$ cat config.mk
export PLATFORM = sky130hd
export DESIGN_NAME = apb_master_bridge
export DESIGN_NICKNAME = d
export VERILOG_FILES = /design/src/rtl/apb_pkg.sv /design/src/rtl/apb_wait_timer.sv /design/src/rtl/apb_master_bridge.sv
export SDC_FILE = /design/constraint.sdc
export NUM_CORES = 1
export LEC_CHECK = 0
export ABC_AREA = 0
export BUFFER_PORTS_ARGS = -buffer_cell sky130_fd_sc_hd__buf_2
export CAP_MARGIN = 20
export CORE_MARGIN = 2
export CORE_UTILIZATION = 49
export DETAILED_ROUTE_END_ITERATION = 12
export GPL_ROUTABILITY_DRIVEN = 0
export PLACE_DENSITY = 0.85
export SKIP_CTS_REPAIR_TIMING = 1
export SLEW_MARGIN = 20
export SYNTH_ARGS = -nofsm -noshare
export SYNTH_HDL_FRONTEND = slang
export SYNTH_SLANG_ARGS = --single-unit
export TNS_END_PERCENT = 1
$ cat constraint.sdc
create_clock -name pclk -period 3.7 [get_ports pclk]
set_clock_uncertainty 0.15 [all_clocks]
set_input_delay 0.185 -clock pclk [delete_from_list [all_inputs] [get_ports pclk]]
set_output_delay 0.185 -clock pclk [all_outputs]
set_load 0.005 [all_outputs]
$ cat src/rtl/apb_pkg.sv
// Shared definitions for the APB master bridge.
//   apb_state_e  : bridge FSM states (IDLE -> SETUP -> ACCESS -> RESP)
//   PROT_*       : bit positions inside pprot / cmd_prot
//   DEF_*        : default bus widths
//   timer_width  : width of the wait-state timer for a given TIMEOUT
package apb_pkg;

  typedef enum logic [1:0] {
    IDLE   = 2'd0,
    SETUP  = 2'd1,
    ACCESS = 2'd2,
    RESP   = 2'd3
  } apb_state_e;

  localparam int PROT_PRIV   = 0;
  localparam int PROT_NONSEC = 1;
  localparam int PROT_INSTR  = 2;

  localparam int DEF_ADDR_W = 32;
  localparam int DEF_DATA_W = 32;

  // clog2(TIMEOUT+1), never narrower than one bit so TIMEOUT=0 still builds.
  function automatic int timer_width(input int timeout);
    return (timeout < 1) ? 1 : $clog2(timeout + 1);
  endfunction

endpackage

$ cat src/rtl/apb_wait_timer.sv
// Wait-state timer for the APB ACCESS phase.
// Ports:
//   pclk, preset : clock, async active-low reset
//   clear        : zero the count (asserted in SETUP)
//   enable       : count one ACCESS cycle that lacked pready
//   expired      : count has reached TIMEOUT-1, so the current ACCESS
//                  cycle is the last one allowed; always 0 when TIMEOUT=0
module apb_wait_timer
  import apb_pkg::*;
#(
  parameter int TIMEOUT = 16
) (
  input  logic pclk,
  input  logic preset,
  input  logic clear,
  input  logic enable,
  output logic expired
);

  localparam int CW = timer_width(TIMEOUT);
  localparam logic [CW-1:0] LAST = CW'((TIMEOUT == 0) ? 0 : TIMEOUT - 1);
  localparam logic [CW-1:0] SAT  = CW'(TIMEOUT);

  logic [CW-1:0] cnt_q, cnt_d;

  always_comb begin
    cnt_d = cnt_q;
    if (clear) begin
      cnt_d = '0;
    end else if (enable && (cnt_q != SAT)) begin
      cnt_d = cnt_q + CW'(1);
    end
  end

  always_ff @(posedge pclk or negedge preset) begin
    if (!preset) begin
      cnt_q <= '0;
    end else begin
      cnt_q <= cnt_d;
    end
  end

  assign expired = (TIMEOUT != 0) && (cnt_q == LAST);

endmodule

$ cat src/rtl/apb_master_bridge.sv
// Bridges a valid/ready command stream onto single APB4 transfers and
// returns read data / error status on a valid/ready response stream.
// Ports:
//   pclk, preset                      : clock, async active-low reset
//   cmd_valid/ready/write/addr/wdata/strb/prot : command channel
//   rsp_valid/ready/rdata/err/timeout : response channel
//   psel/penable/paddr/pwrite/pprot/pwdata/pstrb/prdata/pready/pslverr : APB
//   dbg_state_o                       : current FSM state
// Handshakes: a beat transfers on a rising edge where valid & ready are both
// 1. The bridge never withdraws rsp_valid or changes rsp_* before that edge.
module apb_master_bridge
  import apb_pkg::*;
#(
  parameter int ADDR_W  = DEF_ADDR_W,
  parameter int DATA_W  = DEF_DATA_W,
  parameter int TIMEOUT = 16
) (
  input  logic                pclk,
  input  logic                preset,
  input  logic                cmd_valid,
  output logic                cmd_ready,
  input  logic                cmd_write,
  input  logic [ADDR_W-1:0]   cmd_addr,
  input  logic [DATA_W-1:0]   cmd_wdata,
  input  logic [DATA_W/8-1:0] cmd_strb,
  input  logic [2:0]          cmd_prot,
  output logic                rsp_valid,
  input  logic                rsp_ready,
  output logic [DATA_W-1:0]   rsp_rdata,
  output logic                rsp_err,
  output logic                rsp_timeout,
  output logic                psel,
  output logic                penable,
  output logic [ADDR_W-1:0]   paddr,
  output logic                pwrite,
  output logic [2:0]          pprot,
  output logic [DATA_W-1:0]   pwdata,
  output logic [DATA_W/8-1:0] pstrb,
  input  logic [DATA_W-1:0]   prdata,
  input  logic                pready,
  input  logic                pslverr,
  output logic [1:0]          dbg_state_o
);

  localparam int STRB_W = DATA_W / 8;

  apb_state_e state_q, state_d;

  logic [ADDR_W-1:0] paddr_q,  paddr_d;
  logic              pwrite_q, pwrite_d;
  logic [2:0]        pprot_q,  pprot_d;
  logic [DATA_W-1:0] pwdata_q, pwdata_d;
  logic [STRB_W-1:0] pstrb_q,  pstrb_d;
  logic [DATA_W-1:0] rdata_q,  rdata_d;
  logic              err_q,    err_d;
  logic              tmo_q,    tmo_d;

  logic timer_clear, timer_en, timer_expired;

  apb_wait_timer #(.TIMEOUT(TIMEOUT)) u_timer (
    .pclk    (pclk),
    .preset  (preset),
    .clear   (timer_clear),
    .enable  (timer_en),
    .expired (timer_expired)
  );

  always_comb begin
    state_d     = state_q;
    paddr_d     = paddr_q;
    pwrite_d    = pwrite_q;
    pprot_d     = pprot_q;
    pwdata_d    = pwdata_q;
    pstrb_d     = pstrb_q;
    rdata_d     = rdata_q;
    err_d       = err_q;
    tmo_d       = tmo_q;
    timer_clear = 1'b0;
    timer_en    = 1'b0;

    case (state_q)
      IDLE: begin
        if (cmd_valid) begin
          paddr_d              = cmd_addr;
          pwrite_d             = cmd_write;
          pwdata_d             = cmd_wdata;
          // Reads present no active byte lanes.
          pstrb_d              = cmd_write ? cmd_strb : '0;
          pprot_d[PROT_PRIV]   = cmd_prot[PROT_PRIV];
          pprot_d[PROT_NONSEC] = cmd_prot[PROT_NONSEC];
          pprot_d[PROT_INSTR]  = cmd_prot[PROT_INSTR];
          state_d              = SETUP;
        end
      end
      SETUP: begin
        timer_clear = 1'b1;
        state_d     = ACCESS;
      end
      ACCESS: begin
        // pready has priority over a timeout firing in the same cycle.
        if (pready) begin
          rdata_d = pwrite_q ? '0 : prdata;
          err_d   = pslverr;
          tmo_d   = 1'b0;
          state_d = RESP;
        end else if (timer_expired) begin
          rdata_d = '0;
          err_d   = 1'b1;
          tmo_d   = 1'b1;
          state_d = RESP;
        end else begin
          timer_en = 1'b1;
        end
      end
      RESP: begin
        if (rsp_ready) begin
          state_d = IDLE;
        end
      end
      default: state_d = IDLE;
    endcase
  end

  always_ff @(posedge pclk or negedge preset) begin
    if (!preset) begin
      state_q  <= IDLE;
      paddr_q  <= '0;
      pwrite_q <= 1'b0;
      pprot_q  <= '0;
      pwdata_q <= '0;
      pstrb_q  <= '0;
      rdata_q  <= '0;
      err_q    <= 1'b0;
      tmo_q    <= 1'b0;
    end else begin
      state_q  <= state_d;
      paddr_q  <= paddr_d;
      pwrite_q <= pwrite_d;
      pprot_q  <= pprot_d;
      pwdata_q <= pwdata_d;
      pstrb_q  <= pstrb_d;
      rdata_q  <= rdata_d;
      err_q    <= err_d;
      tmo_q    <= tmo_d;
    end
  end

  // Bus controls decode straight from the state so reset clears them at once.
  assign cmd_ready   = preset && (state_q == IDLE);
  assign psel        = (state_q == SETUP) || (state_q == ACCESS);
  assign penable     = (state_q == ACCESS);
  assign rsp_valid   = (state_q == RESP);
  assign paddr       = paddr_q;
  assign pwrite      = pwrite_q;
  assign pprot       = pprot_q;
  assign pwdata      = pwdata_q;
  assign pstrb       = pstrb_q;
  assign rsp_rdata   = rdata_q;
  assign rsp_err     = err_q;
  assign rsp_timeout = tmo_q;
  assign dbg_state_o = state_q;

endmodule

## Word level (Yosys, flattened, before mapping)

Index checks and enable logic that the tools add are counted.

| word-level totals | value |
|---|---|
| bits in registers | 113 |
| input bits | 110 |
| output and inout port bits | 112 |

| cells by class | value |
|---|---|
| $add $sub $neg | 1 |
| eq/ne operators | 8 |
| multiplexer cells | 18 |
| reduce and logical (&&, ||, !) cells | 9 |

Operators with widths:

| cell | number |
|---|---|
| 32-bit two-way mux | 3 |
| 5-bit two-way mux | 2 |
| 2-bit two-way mux | 4 |
| 2-bit case mux with 4 select lines | 1 |
| 1-bit two-way mux | 7 |
| 5-bit by 1-bit adder with 5-bit output (second input constant) | 1 |
| 5-bit by 4-bit equality test with 1-bit output (second input constant) | 1 |
| 5-bit != test (second input constant) | 1 |
| 2-bit equality test (second input constant) | 2 |
| 4-bit two-way mux | 1 |
| 2-bit AND reduction | 2 |
| 2-bit nonzero test | 2 |
| 3-bit by 1-bit != test with 1-bit output (second input constant) | 1 |
| 3-bit AND reduction | 1 |
| 2-bit by 1-bit equality test with 1-bit output (second input constant) | 1 |
| 1-bit logical AND | 2 |
| 2-bit zero test | 1 |
| 2-bit by 1-bit != test with 1-bit output (second input constant) | 1 |
| 2-bit != test (second input constant) | 1 |
| 1-bit logical OR | 1 |

## Depth between registers and ports, before layout

Gate-level depths: netlist (run 1).

| depth | value |
|---|---|
| word-level depth | 7 |
| mapped depth | 8 |
| gate-level depth less buffers | 6 |

## Hierarchy

Synthesis (run 1) repeated with hierarchy kept, for this count alone.

| second synthesis, totals | value |
|---|---|
| cell total of the unflattened synthesis | 357 |
| area total of the unflattened synthesis | 4,648.2 um^2 |

Modules (own cells, without submodules):

| module | instances | cells an instance | area each (um^2) |
|---|---|---|---|
| apb_master_bridge | 1 | 327 | 4,355.4 |
| apb_wait_timer | 1 | 30 | 292.8 |

## Least setup slack after synthesis (run 1)

OpenSTA, ideal clock, no wires.

| timing | value |
|---|---|
| path kind | register to register |
| start | register u_timer.cnt_q[0] |
| end | register u_timer.cnt_q[0] |
| arrival | 1.790 ns |
| required time | 3.423 ns |
| slack | 1.632 ns |
| stages on the path, launching flop included | 7 |
| buffers on the path | 0 |
| period minus slack after synthesis | 2.068 ns |
| cells stage by stage | dfrtp_1 ha_1 and3_1 ha_1 nor3b_4 o31a_4 mux2_1 |

| on the way | value |
|---|---|
| longest elaborated chain between the ends | 6 |

RTL lines:

| element | RTL line | RTL |
|---|---|---|
| start, declared | apb_wait_timer.sv:24 | `logic [CW-1:0] cnt_q, cnt_d;` |
| start signal, assigned | apb_wait_timer.sv:39 | `cnt_q <= cnt_d;` |
| 5-bit by 4-bit equality test with 1-bit output | apb_wait_timer.sv:43 | `assign expired = (TIMEOUT != 0) && (cnt_q == LAST);` |
| 1-bit two-way mux | apb_master_bridge.sv:106 | `end else if (timer_expired) begin` |
| 1-bit two-way mux | apb_master_bridge.sv:101 | `if (pready) begin` |
| 1-bit two-way mux | apb_master_bridge.sv:81 | `case (state_q)` |
| 1-bit logical AND | apb_wait_timer.sv:30 | `end else if (enable && (cnt_q != SAT)) begin` |
| 2-bit nonzero test (no line) | - |  |

Parallel ways exist; a longest one is shown, timed or not. The select of a mux whose other input is x is not followed.
A chain may end at the register's enable or synchronous reset.

## Worst setup path after layout (run 1)

| timing | value |
|---|---|
| start | register u_timer.cnt_q[0] |
| end | register state_q[0], in the netlist dbg_state_o[0] |

| on the way | value |
|---|---|
| longest elaborated chain between the ends | 3 |

RTL lines:

| element | RTL line | RTL |
|---|---|---|
| 5-bit by 4-bit equality test with 1-bit output | apb_wait_timer.sv:43 |  |
| 3-bit by 1-bit != test with 1-bit output (no line) | - |  |
| 3-bit AND reduction (no line) | - |  |
| end signal, assigned | apb_master_bridge.sv:136 | `state_q <= state_d;` |
| end, declared | apb_master_bridge.sv:47 | `apb_state_e state_q, state_d;` |

No other way between the ends.

==> results of run 1 <==
-- metal layers --
layer  GRT usage, %  up-vias  wire length (um)
li1               -     1884                 -
met1           25.1     1999              5020
met2           35.2      160              7570
met3           5.57       28               626
met4           9.06        0               300
met5              0        -                 0
-- worst max-delay path by stage --
| stage | from | to | cells past startpoint |
|---|---|---|---|
| 5_1_grt | u_timer.cnt_q[0]$_DFFE_PN0P_ | dbg_state_o[0]$_DFFE_PN0P_ | 7 |
| 4_1_cts | u_timer.cnt_q[0]$_DFFE_PN0P_ | u_timer.cnt_q[0]$_DFFE_PN0P_ | 6 |
| 2_1_floorplan | u_timer.cnt_q[0]$_DFFE_PN0P_ | u_timer.cnt_q[0]$_DFFE_PN0P_ | 6 |
| 3_3_place_gp | u_timer.cnt_q[0]$_DFFE_PN0P_ | u_timer.cnt_q[0]$_DFFE_PN0P_ | 6 |
| 3_5_place_dp | u_timer.cnt_q[0]$_DFFE_PN0P_ | u_timer.cnt_q[0]$_DFFE_PN0P_ | 6 |
| 6_report | u_timer.cnt_q[0]$_DFFE_PN0P_ | dbg_state_o[0]$_DFFE_PN0P_ | 7 |
-- flip-flops by register name, indices dropped and copies added, names as in the netlist --
register and cells:
dbg_state_o 2, paddr 32, pprot 3, pstrb 4, pwdata 32, pwrite 1
rsp_err 1, rsp_rdata 32, rsp_timeout 1, u_timer.cnt_q 5
-- cell usage after synthesis, types with 2 or more instances --
cell      instances
and3_1            2
inv_1             9
mux2i_1           2
nor2_1            5
buf_6             4
dfrtp_1         113
nor2b_1           2
buf_4             4
nand2b_1          2
ha_1              8
a211oi_1          2
o21ai_0           5
o21ai_1          33
clkbuf_1          3
mux2_1           34
buf_2             8
nand2_1          76
mux2_2           36
-- cells by family after synthesis --
family,after synthesis
adders and majority gates,8
muxes,72
AOI/OAI and AO/OA,46
DFF,113
and+or+nand+nor,90
buffers and inverters,29
-- layout make-up --
type	instances	area (um2)	share of cell area, %
flip-flops and latches	113	2830	38.3
well taps	111	139	1.88
repair buffers	338	2270	30.8
clock buffers	22	453	6.14
inverters	9	33.8	0.458
multi-input cells	216	1570	21.3
clock inverters	10	86.3	1.17
-- layout by cell type, fill, tap and decap left out --
master         instances
a211oi_1               2
a21o_1                 1
a21oi_1                1
a221oi_2               1
a31o_1                 1
and2_1                 1
and3_1                 2
buf_2                220
buf_4                  4
bufinv_16              1
clkbuf_1               3
clkbuf_16             16
clkbuf_8               3
clkinv_2               5
clkinv_4               1
clkinvlp_4             3
dfrtp_1              113
dlygate4sd3_1        114
ha_1                   8
inv_1                  9
mux2_1                34
mux2_2                36
mux2i_1                2
nand2_1               75
nand2_4                1
nand2b_1               2
nand3_1                1
nor2_1                 5
nor2b_1                1
nor2b_4                1
nor3b_4                1
o21ai_0                5
o21ai_1               33
o21ai_4                1
o31a_4                 1
-- report_power, final --
part / internal (mW) / switching (mW)
registers: 1.84 / 0.325
logic: 1.03 / 0.944
clock network: 0.919 / 0.533
-- worst max-delay path, stage by stage (launching register included) --
cell	delay, ns
dfrtp_1	0.40
ha_1	0.24
and3_1	0.20
ha_1	0.25
nor3b_4	0.34
a221oi_2	0.08
dlygate4sd3_1	0.59
mux2i_1	0.12
-- through the flow --
| stage | instance area, um2 | setup slack (ns) | total power [mW] |
|---|---|---|---|
| after floorplan | 4540 | 1.63 | 3.09 |
| after global placement | 5700 | 1.54 | 3.85 |
| after detailed placement | 5700 | 1.49 | 3.97 |
| after CTS | 6240 | 1.44 | 5.45 |
| after global routing | 7380 | 1.13 | 5.95 |
| final | 7380 | 1.21 | 5.59 |
==> flow_summary.ini, run 1 <==
[floorplanning]
fp.coreArea_mm2 = 0.00911
die_x_um = 100
num_rows = 35
die_y_um = 100
pin_count = 222
start_util_pct = 49.8
die_area_mm2 = 0.0101

[clock_network]
cts_made_buffers = 17
cts_sinks = 113
clock_path_buffers = 2
clk_pin_slew_ns = 0.05
clkLatencyLatePin_ns = 0.49
cts-root-buf = clkbuf_8
htree_levels = 4
cts_tree = yes

[placement]
hpwl_um = 7690
portBuffers = 221
dp.cells = 673

[yosys]
synth_area_leaders = dfrtp_1, mux2_2, mux2_1
synthAdderAreaFrac_pct = 2.21
async_flop_share_pct = 100
synth_top_family_by_area = multiplexers
synthesis.area_mm2 = 0.00454
synth_seq_area_share_pct = 62.3
yosys.area.top_type = dfrtp_1
yosysWarningCount = 0
syn_area_per_cell_um2 = 12.7
synth_xor_area_share_pct = 0
ys_ff_latch = 113
syn_nets = 476
synth_compound_area_share_pct = 5.90
netlist_instances = 358
synthFlopType = dfrtp_1
muxShareOfSynthArea_pct = 17.8
ys_types = 28
synth_top_area_share_pct = 62.3
synth-simple-area-share_pct = 8.19
synth_edf_count = 0

[grt]
grt_pass1_vias = 3423
antenna_found_initial = 0
grt_pass1_wl_um = 16200
track_usage_pct = 20.8
grt_overflow = 0
grt_max_degree = 77

[timing]
slew_headroom_pct = 36.8
whs_ns = 0.0462
maxSlewViolCount = 0
setup-violations-final = 0
worst_pin_slew_ns = 0.949
finalCriticalPeriod_ns = 2.49
max_freq_mhz = 402
hold_viol_final = 0
finalCritPeriodShare_pct = 67.3
tns_ns = 0
rsz0062_at_grt = no

[detailed_routing]
num_vias = 4071
wirelength_um = 13500
vias_per_cell = 4.97
dr.pass1.iters = 7
wl_per_cell_um = 16.5
drc_errors = 0
detail-route-antenna-nets = 0
drtIter0Drc = 154

[setup_path]
worstPathMaxFanout = 6
reg2reg_to = dbg_state_o[0]$_DFFE_PN0P_
required_ns = 3.91
start_kind = flop
r2r-start = u_timer.cnt_q[0]$_DFFE_PN0P_
r2r_slack_ns = 1.21
critPathArrivalTime_ns = 2.70
critPathKind = flop to flop
end_kind = flop
r2r_cells = 7

[power_and_ir_drop]
ir_drop_v = 0.000561
power_density_mw_per_mm2 = 757
power_leakage_nw = 3.69

[finish]
drive_above_1_share_pct = 41.7
fin_util_pct = 81.0
syn_to_final_growth_pct = 62.6
fin_nets = 813
fillCellCount = 499
antenna_cells = 0
fin_cells = 819

[run]
drv_cap = 0

[hold_path]
hold_path.class = primary input to flop
hold_end = dbg_state_o[1]$_DFFE_PN0P_
hold-path-cell-count = 4
holdCritStartpoint = cmd_valid

[run_status]
status = finished clean
No activity file was read; power rests on OpenSTA's default activity.
==> run 2: changes to the inputs <==
CORE_UTILIZATION = 46   (was 49)
PLACE_DENSITY = 0.81   (was 0.85)
clock period = 2.3 ns   (was 3.7 ns; I/O delays follow)
==> run 2 against run 1 <==
- the flow now finishes with violations (negative hold slack)
- clock power grew 88%
- register-to-register slack lost 1.1 ns
- global-route usage shrank 1.8 points
- sequential cell count is the same
- first-iteration DRC count shrank 51%
- clock-buffer cell count shrank 1
- cell count grew 2.9%
- sequential share of layout area shrank 0.79 points
- critical path depth shrank 1
- setup slack lost 1.1 ns
- total power grew 68%
- critical path type unchanged
- largest power group unchanged
- highest routed layer unchanged
==> flow_summary.ini, run 2 (synthesis gave the netlist of run 1 again) <==
[timing]
maxSlewViolCount = 0
whs_ns = -0.00986
finalCritPeriodShare_pct = 93.4
setup-violations-final = 0
max_freq_mhz = 466
hold_viol_final = 11
worst_pin_slew_ns = 0.487
finalCriticalPeriod_ns = 2.15
rsz0062_at_grt = no
tns_ns = 0
slew_headroom_pct = 67.5

[clock_network]
clock_path_buffers = 2
clkLatencyLatePin_ns = 0.50
htree_levels = 4
cts_sinks = 113
clk_pin_slew_ns = 0.06
cts_made_buffers = 17
cts-root-buf = clkbuf_8
cts_tree = yes

[run_status]
status = complete, but fails checks
violations = negative hold slack

[power_and_ir_drop]
power_leakage_nw = 3.75
ir_drop_v = 0.000767
power_density_mw_per_mm2 = 1250

[floorplanning]
die_x_um = 103
fp.coreArea_mm2 = 0.00968
die_y_um = 103
pin_count = 222
start_util_pct = 46.9
num_rows = 36
die_area_mm2 = 0.0107

[grt]
grt_overflow = 0
track_usage_pct = 19.0
grt_max_degree = 77
grt_pass1_vias = 3350
grt_pass1_wl_um = 15400
antenna_found_initial = 0

[finish]
syn_to_final_growth_pct = 66.0
antenna_cells = 0
final_cell_mix = buf_2, dlygate4sd3_1, dfrtp_1, nand2_1, mux2_2
drive_above_1_share_pct = 42.1
fin_nets = 816
final_common_cell = buf_2

[setup_path]
critPathArrivalTime_ns = 2.38
r2r-start = u_timer.cnt_q[0]$_DFFE_PN0P_
end_kind = flop
worstPathMaxFanout = 4
r2r_cells = 6
required_ns = 2.53
r2r_slack_ns = 0.15
critPathKind = flop to flop
start_kind = flop
reg2reg_to = u_timer.cnt_q[0]$_DFFE_PN0P_

[detailed_routing]
detail-route-antenna-nets = 0
vias_per_cell = 4.79
wirelength_um = 13600
drtIter0Drc = 76
dr.pass1.iters = 4
wl_per_cell_um = 16.1
num_vias = 4042
drc_errors = 0

[placement]
hpwl_um = 7490
portBuffers = 221

[run]
drv_cap = 0

[hold_path]
hold_path.class = primary input to asynchronous set/reset pin
## run 2: cell types whose count changed in the layout (fill, tap and decap cells not counted), moves of 2 or more
cell	change
clkinv_2	-2
clkbuf_1	-2
buf_12	+3
bufinv_16	+3
## run 2: worst max-delay path by stage
stage                                 start                           end  slack (ns)
2_1_floorplan  u_timer.cnt_q[0]$_DFFE_PN0P_  u_timer.cnt_q[0]$_DFFE_PN0P_        0.23
3_3_place_gp   u_timer.cnt_q[0]$_DFFE_PN0P_    dbg_state_o[1]$_DFFE_PN0P_        0.25
3_5_place_dp   u_timer.cnt_q[0]$_DFFE_PN0P_  u_timer.cnt_q[0]$_DFFE_PN0P_        0.15
4_1_cts        u_timer.cnt_q[0]$_DFFE_PN0P_  u_timer.cnt_q[0]$_DFFE_PN0P_        0.15
5_1_grt        u_timer.cnt_q[0]$_DFFE_PN0P_    dbg_state_o[1]$_DFFE_PN0P_        0.05
6_report       u_timer.cnt_q[0]$_DFFE_PN0P_  u_timer.cnt_q[0]$_DFFE_PN0P_        0.15
## run 2: cell type report
| class | instances | area (um2) |
|---|---|---|
| fillers | 590 | 2150 |
| clock buffers | 21 | 459 |
| well taps | 133 | 166 |
| multi-input cells | 216 | 1560 |
| clock inverters | 10 | 158 |
| inverters | 9 | 33.8 |
| flip-flops and latches | 113 | 2830 |
| repair buffers | 341 | 2330 |
## run 2: through the flow
step	worst slack [ns]	cells	utilization [%]	total power, mW	instance area (um2)
final	0.152	843	77.8	9.41	7540
after detailed placement	0.154	698	59.7	6.42	5780
after global routing	0.0456	843	77.8	10.0	7540
after CTS	0.147	729	66.0	9.17	6400
after global placement	0.250	698	59.7	6.24	5780
after floorplan	0.232	358	-	4.97	4540
## run 2: report_power, final
| part | leakage (nW) | internal [mW] | total, mW | switching (mW) |
|---|---|---|---|---|
| Clock | 0.296 | 1.83 | 2.72 | 0.885 |
| Sequential | 1.40 | 2.96 | 3.51 | 0.549 |
| Combinational | 2.05 | 1.68 | 3.19 | 1.51 |
## run 2: routing by layer
layer | vias up | track usage [%] | wire [um]
met1 | 1953 | 21.2 | 4900
met5 | - | 0 | 0
met4 | 0 | 9.82 | 493
li1 | 1888 | - | -
met3 | 44 | 5.71 | 719
met2 | 157 | 32.8 | 7500
## run 2: worst max-delay path, cell delays in order, from the launching register on
cell and delay, ns:
dfrtp_1 0.40, ha_1 0.24, and3_1 0.20, ha_1 0.25
nor3b_4 0.25, o31a_4 0.21, mux2_1 0.33
==> run 3: changes to the inputs <==
RECOVER_POWER = 25   (was default)
==> run 3 against run 2 <==
- the run now ends clean
- via count decreased by 0.15%
- non-clock buffer count unchanged
- critical path type unchanged
- critical endpoint unchanged
- sequential cell count stayed put
- global-route usage did not move
==> flow_summary.ini, run 3 (synthesis gave the netlist of run 1 again) <==
[run_status]
status = finished clean

[clock_network]
cts-root-buf = clkbuf_8
cts_tree = yes
cts_made_buffers = 17
cts_sinks = 113
clk_pin_slew_ns = 0.06
clkLatencyLatePin_ns = 0.50
htree_levels = 4
clock_path_buffers = 2

[floorplanning]
die_x_um = 103
start_util_pct = 46.9
die_area_mm2 = 0.0107
fp.coreArea_mm2 = 0.00968
pin_count = 222
die_y_um = 103
num_rows = 36

[power_and_ir_drop]
power_leakage_nw = 3.74
ir_drop_v = 0.000767
power_mw = 9.41
power_density_mw_per_mm2 = 1250

[setup_path]
critPathArrivalTime_ns = 2.38
reg2reg_to = u_timer.cnt_q[0]$_DFFE_PN0P_
r2r_cells = 6
r2r_slack_ns = 0.15
start_kind = flop
critPathKind = flop to flop
endpoint = u_timer.cnt_q[0]$_DFFE_PN0P_
worstPathMaxFanout = 4
required_ns = 2.53
end_kind = flop
r2r-start = u_timer.cnt_q[0]$_DFFE_PN0P_
crit_start = u_timer.cnt_q[0]$_DFFE_PN0P_

[grt]
grt_overflow = 0
track_usage_pct = 19.0
grt_max_degree = 77
grt_use_met3_pct = 5.71
grt_pass1_vias = 3350
grtUsageMet1_pct = 21.2
antenna_found_initial = 0
grt.met2_usage_pct = 32.8
grt_pass1_wl_um = 15400
grt.busiest_layer = met2

[timing]
rsz0062_at_grt = no
finalCriticalPeriod_ns = 2.15
finalCritPeriodShare_pct = 93.4
tns_ns = 0
setup-violations-final = 0
hold_viol_final = 0
max_freq_mhz = 466
worst_pin_slew_ns = 0.908
maxSlewViolCount = 0
slew_headroom_pct = 39.5

[placement]
hpwl_um = 7490
portBuffers = 221

[detailed_routing]
drtIter0Drc = 85
drc_errors = 0
detail-route-antenna-nets = 0
num_vias = 4036
dr.pass1.iters = 4
wl_per_cell_um = 16.2
wirelength_um = 13600
vias_per_cell = 4.79

[finish]
final_common_cell = buf_2
antenna_cells = 0
drive_above_1_share_pct = 42.1
final_cell_mix = buf_2, dlygate4sd3_1, dfrtp_1, nand2_1, mux2_2
syn_to_final_growth_pct = 65.7
fin_util_pct = 77.6
fillCellCount = 594
fin_nets = 816

[hold_path]
hold_path.class = primary input to asynchronous set/reset pin

[run]
drv_cap = 0
run 3: worst min-delay path by stage:
stage,start,to,slack (ns),depth (start not counted)
after floorplan,preset,dbg_state_o[0]$_DFFE_PN0P_,-0.33,0
after global placement,preset,pstrb[2]$_DFFE_PN0P_,-0.03,1
after detailed placement,preset,pstrb[2]$_DFFE_PN0P_,-0.03,1
after CTS,preset,pstrb[2]$_DFFE_PN0P_,-0.57,1
after global routing,cmd_wdata[27],pwdata[27]$_DFFE_PN0P_,0.22,3
final,preset,pstrb[2]$_DFFE_PN0P_,0.15,2
run 3: power breakdown:
group	total [mW]	leakage, nW	switching (mW)	internal (mW)
combinational	3.19	2.05	1.51	1.68
clock	2.72	0.296	0.885	1.83
sequential	3.50	1.40	0.547	2.96
total	9.41	3.74	2.94	6.47
run 3: routing by layer:
metal | part of all wire, % | wire, um
met1 | 36 | 4910
met5 | 0 | 0
met3 | 5.1 | 698
met4 | 3.5 | 478
met2 | 55 | 7540
run 3: metrics by stage:
| stage | cell area, um2 | setup slack, ns | hold slack, ns | instances |
|---|---|---|---|---|
| 2_1_floorplan | 4540 | 0.232 | -0.331 | 358 |
| 3_3_place_gp | 5780 | 0.250 | -0.0336 | 698 |
| 3_5_place_dp | 5780 | 0.154 | -0.0345 | 698 |
| 4_1_cts | 6400 | 0.147 | -0.570 | 729 |
| 5_1_grt | 7520 | 0.0456 | 0.216 | 843 |
| 6_report | 7520 | 0.153 | 0.146 | 843 |
run 3: area by class of cell:
class                      instances  area (um2)  share of cell area, %
inverter                           9        33.8                  0.449
sequential                       113        2830                   37.6
clock inverter                    10         158                   2.10
multi-input combinational        216        1560                   20.7
tap                              133         166                   2.21
clock buffer                      21         459                   6.11
timing repair buffer             341        2310                   30.8
run 3: critical path: stages, from the launching register on:
cell and delay, ns:
dfrtp_1 0.40, ha_1 0.24, and3_1 0.20, ha_1 0.25, nor3b_4 0.25, o31a_4 0.21
mux2_1 0.33
